--- config.mk ---
export PLATFORM = sky130hd
export DESIGN_NAME = main_fsm
export DESIGN_NICKNAME = d
export VERILOG_FILES = /design/src/rtl/main_fsm.sv
export SDC_FILE = /design/constraint.sdc
export NUM_CORES = 1
export LEC_CHECK = 0
export BUFFER_PORTS_ARGS = -buffer_cell sky130_fd_sc_hd__buf_2
export CORE_AREA = 2 2 39 41
export DETAILED_ROUTE_END_ITERATION = 7
export DIE_AREA = 0 0 41 43
export GPL_TIMING_DRIVEN = 0
export PLACE_DENSITY = 0.64
export SYNTH_ARGS = -nofsm -noshare
export SYNTH_HDL_FRONTEND = slang
export SYNTH_SLANG_ARGS = --single-unit
--- constraint.sdc ---
create_clock -name clk -period 3.4 [get_ports clk]
set_clock_uncertainty 0.1 [all_clocks]
set_input_delay 0.51 -clock clk [delete_from_list [all_inputs] [get_ports clk]]
set_output_delay 0.51 -clock clk [all_outputs]
set_load 0.03 [all_outputs]
--- src/rtl/main_fsm.sv ---
// rtl/main_fsm.sv - multicycle processor main control FSM (Moore)
module main_fsm (
  input  logic       clk,
  input  logic       reset,
  input  logic [6:0] op,
  output logic       branch,
  output logic       pc_update,
  output logic       reg_write,
  output logic       mem_write,
  output logic       ir_write,
  output logic       adr_src,
  output logic [1:0] result_src,
  output logic [1:0] alu_src_a,
  output logic [1:0] alu_src_b,
  output logic [1:0] alu_op,
  output logic [3:0] state,
  output logic       illegal
);

  localparam logic [6:0] OP_LW  = 7'b0000011;
  localparam logic [6:0] OP_SW  = 7'b0100011;
  localparam logic [6:0] OP_R   = 7'b0110011;
  localparam logic [6:0] OP_I   = 7'b0010011;
  localparam logic [6:0] OP_BEQ = 7'b1100011;
  localparam logic [6:0] OP_JAL = 7'b1101111;

  typedef enum logic [3:0] {
    FETCH    = 4'd0,
    DECODE   = 4'd1,
    MEMADR   = 4'd2,
    MEMREAD  = 4'd3,
    MEMWB    = 4'd4,
    MEMWRITE = 4'd5,
    EXECUTER = 4'd6,
    EXECUTEI = 4'd7,
    ALUWB    = 4'd8,
    BEQ      = 4'd9,
    JAL      = 4'd10
  } state_t;

  state_t cur_state;
  state_t next_state;

  assign state = cur_state;

  // State register; reset drops straight back to FETCH without a clock edge
  always_ff @(posedge clk or posedge reset) begin
    if (reset) begin
      cur_state <= FETCH;
    end else begin
      cur_state <= next_state;
    end
  end

  // Next-state selection; unknown opcodes and unused codes fall back to FETCH
  always_comb begin
    next_state = FETCH;
    case (cur_state)
      FETCH:    next_state = DECODE;
      DECODE: begin
        case (op)
          OP_LW, OP_SW: next_state = MEMADR;
          OP_R:         next_state = EXECUTER;
          OP_I:         next_state = EXECUTEI;
          OP_BEQ:       next_state = BEQ;
          OP_JAL:       next_state = JAL;
          default:      next_state = FETCH;
        endcase
      end
      MEMADR:   next_state = (op == OP_LW) ? MEMREAD : MEMWRITE;
      MEMREAD:  next_state = MEMWB;
      EXECUTER: next_state = ALUWB;
      EXECUTEI: next_state = ALUWB;
      JAL:      next_state = ALUWB;
      default:  next_state = FETCH;
    endcase
  end

  // Datapath controls decode from state alone; illegal also looks at op in DECODE
  always_comb begin
    branch     = 1'b0;
    pc_update  = 1'b0;
    reg_write  = 1'b0;
    mem_write  = 1'b0;
    ir_write   = 1'b0;
    adr_src    = 1'b0;
    result_src = 2'b00;
    alu_src_a  = 2'b00;
    alu_src_b  = 2'b00;
    alu_op     = 2'b00;
    illegal    = 1'b0;
    case (cur_state)
      FETCH: begin
        ir_write   = 1'b1;
        alu_src_b  = 2'b10;
        result_src = 2'b10;
        pc_update  = 1'b1;
      end
      DECODE: begin
        alu_src_a = 2'b01;
        alu_src_b = 2'b01;
        illegal   = !(op == OP_LW || op == OP_SW || op == OP_R ||
                      op == OP_I || op == OP_BEQ || op == OP_JAL);
      end
      MEMADR: begin
        alu_src_a = 2'b10;
        alu_src_b = 2'b01;
      end
      MEMREAD: begin
        adr_src = 1'b1;
      end
      MEMWB: begin
        result_src = 2'b01;
        reg_write  = 1'b1;
      end
      MEMWRITE: begin
        adr_src   = 1'b1;
        mem_write = 1'b1;
      end
      EXECUTER: begin
        alu_src_a = 2'b10;
        alu_op    = 2'b10;
      end
      EXECUTEI: begin
        alu_src_a = 2'b10;
        alu_src_b = 2'b01;
        alu_op    = 2'b10;
      end
      ALUWB: begin
        reg_write = 1'b1;
      end
      BEQ: begin
        alu_src_a = 2'b10;
        alu_op    = 2'b01;
        branch    = 1'b1;
      end
      JAL: begin
        alu_src_a = 2'b01;
        alu_src_b = 2'b10;
        pc_update = 1'b1;
      end
      default: begin
      end
    endcase
  end

endmodule

==> summary.md <==
| Metric | Value |
|---|---|
| Status | `complete, no violations` |
| P_leak | `0.315 nW` |
| Fin crit share | `68.3%` |
| Mean post-synth cell area | `7.51 µm²` |
| WS Path Type | `reg -> out` |
| Synth Area in XOR/XNOR | `3.89%` |
| Final Hold Vio Count | `0` |
| Crit path max fanout | `10` |
| Final Setup Violations | `0` |
| Via Count | `about 530` |
| Vias in the first global route | `454` |
| Buffers added on ports | `27` |
| DIE WIDTH | `41 µm` |
| First-pass GRT wire length | `1950 µm` |
| Max Fclk | `between 400 and 500 MHz` |
| Num CTS Buffers | `3` |
| # H-tree levels | `1` |
| Layout area overhead | `39.4%` |
| Critical Path Sink Type | `output port` |
| Core Footprint | `between 0.001 and 0.0015 mm²` |
| Synth cell types | `32` |
| Post-synthesis mux area share | `0%` |
| Initial antenna violation count | `0` |
| RSZ-0062 raised after global routing | `no` |
| Most common cell after layout, fill and taps aside | `buf_2` |
| Die area | `~0.0018 mm²` |
| Crit path DAT | `1710 ps` |
| Cells after synthesis | `60` |
| Worst slew pin tran | `397 ps` |
| Final Slew Violations | `0` |
| Simple-gate share of the synthesized area | `40.0%` |
| Top cells by area, synth | `dfrtp_1 22%, nor3_1 7.8%, nor2_1 5.8%, nand2b_1 5.6%, a21oi_1 3.3%` |
| Most frequent cells in the layout | `28 x buf_2, 7 x nor3_1, 7 x nor2_1` |
| Total Neg Setup Slack | `0 ps` |
| Rel. slew slack | `73.5%` |
| Routed Antenna Nets | `0` |
| Number of flip-flops in the largest register | `4` |
| Yosys top cell area share | `22.2%` |
| Number of placement rows | `14` |
| Compound-Gate Fraction of Synth Area | `21.9%` |
| Wire per inst | `11.4 µm` |
| MaxCap Viol Count | `0` |
| Fin nets | `101` |
| Clk sink count | `4` |
| CTS tree | `done` |
| Initial Util | `32.5%` |
| Placed Area | `606 µm²` |
| WP data required | `2790 ps` |
| Synth area leader | `dfrtp_1` |
| Largest net degree at the start of global routing | `11` |
| Maximum vdd drop | `0.000303 V` |
| Pre-Repair DR Iteration Count | `3` |
| Mean number of vias per cell | `approximately 5` |
| DRC errors left | `0` |
| Drt total wl | `approximately 1200 µm` |
| Worst hold slack | `35.3 ps` |
| Gates resized, CTS repair | `0` |
| Post-CTS Hold Fix Bufs | `0` |
| Critical Path Source Type | `register` |
| Power Dens Cells | `between 600 and 700 mW/mm²` |
| CTS max path bufs | `2` |
| Antenna cells | `0` |
| #FFs+latches synth | `4` |
| Mapped cell area | `about 450 µm²` |
| Initial DRC Count | `10` |
| Die height | `43 µm` |
| Setup repair bufs after CTS | `0` |
| Post-Synth Adder-Cell Area | `0%` |
| Share of cells above drive strength 1 | `between 40% and 50%` |
| Largest family of logic cells by synthesized area | `simple AND/OR/NAND/NOR gates` |
| GRT Total Usage | `between 15 and 20%` |
| Clock transition at path regs | `40 ps` |
| # IOs | `28` |
| Fin crit period | `between 2000 and 2500 ps` |
| Design Area, Final | `between 600 and 700 µm²` |
| Ys Warns | `0` |
| Clock Latency Late Sink | `between 200 and 300 ps` |
| Overflow after GRT | `0` |
| Root Buffer | `clkbuf_4` |
| Global placer's final weighted congestion | `0.751` |
| Hold WC Path Type | `in -> async` |
| Sequential-to-total area share from yosys stat | `22.2%` |
| DP Wirelength | `~900 µm` |
| Syn_nets | `69` |
## worst paths after layout
| kind | slack, ps | startpoint | endpoint | depth (start not counted) |
|---|---|---|---|---|
| max | 1080 | state[2] | result_src[1] | 5 |
| min | 40 | reset | state[0] | 2 |
| max reg2reg | 1800 | state[3] | state[1] | 4 |
| min reg2reg | 620 | state[1] | state[2] | 3 |
| max in group asynchronous | 3010 | reset | state[2] | 2 |
| min in group clk | 520 | op[6] | state[2] | 3 |
## cell usage after synthesis
library cell / count
a2111o_1: 1
a2111oi_1: 1
a211oi_1: 1
a21boi_0: 1
a21oi_1: 3
a22o_1: 1
buf_2: 1
buf_4: 2
buf_6: 1
clkbuf_1: 2
dfrtp_1: 4
inv_1: 4
nand2_1: 3
nand2b_1: 4
nand3b_1: 1
nor2_1: 7
nor2b_1: 1
nor3_1: 7
nor3b_1: 2
nor4_1: 1
o21a_1: 1
o21ai_0: 1
o22a_1: 1
o22ai_1: 1
o41a_1: 1
or2_1: 1
or2_4: 1
or3b_1: 1
or4b_1: 1
or4b_4: 1
xnor2_1: 1
xor2_1: 1
## per-layer routing
layer	vias up	share of wire [%]	global-route usage [%]
li1	274	-	-
met5	-	0	0
met1	232	49	22.4
met3	0	8.1	7.85
met2	23	43	22.5
met4	0	0	6.00
## cell families after synthesis
family / after synthesis
simple gates: 31
xor+xnor: 2
buf+inv: 10
flops: 4
compound gates: 13
## through the flow
stage | power [mW] | setup slack, ps | util [%] | instances
CTS | 0.423 | 1050 | 45.4 | 106
floorplan | 0.283 | 768 | - | 60
finish | 0.421 | 1080 | 45.4 | 106
global placement | 0.356 | 1350 | 43.8 | 103
detailed placement | 0.358 | 1330 | 43.8 | 103
global route | 0.450 | 891 | 45.4 | 106
## worst max-delay path: stages (launching register included)
cell and delay [ps]:
dfrtp_1 390, clkbuf_1 220, or2_1 340, nor3_1 190, buf_4 140, buf_2 180
## where the power goes
group | switching [mW] | total (mW) | internal, mW
logic | 0.195 | 0.291 | 0.0963
clock network | 0.0228 | 0.0625 | 0.0397
registers | 0.0121 | 0.0669 | 0.0548
total | 0.230 | 0.421 | 0.191
## layout make-up
| cell class | instances | area [µm²] |
|---|---|---|
| well taps | 16 | 20.0 |
| multi-input cells | 46 | 297 |
| flip-flops and latches | 4 | 100 |
| repair buffers | 27 | 135 |
| fillers | 155 | 756 |
| inverters | 4 | 15.0 |
| clock buffers | 3 | 22.5 |
| plain buffers | 6 | 38.8 |
Power figures use the tool's default switching activity.
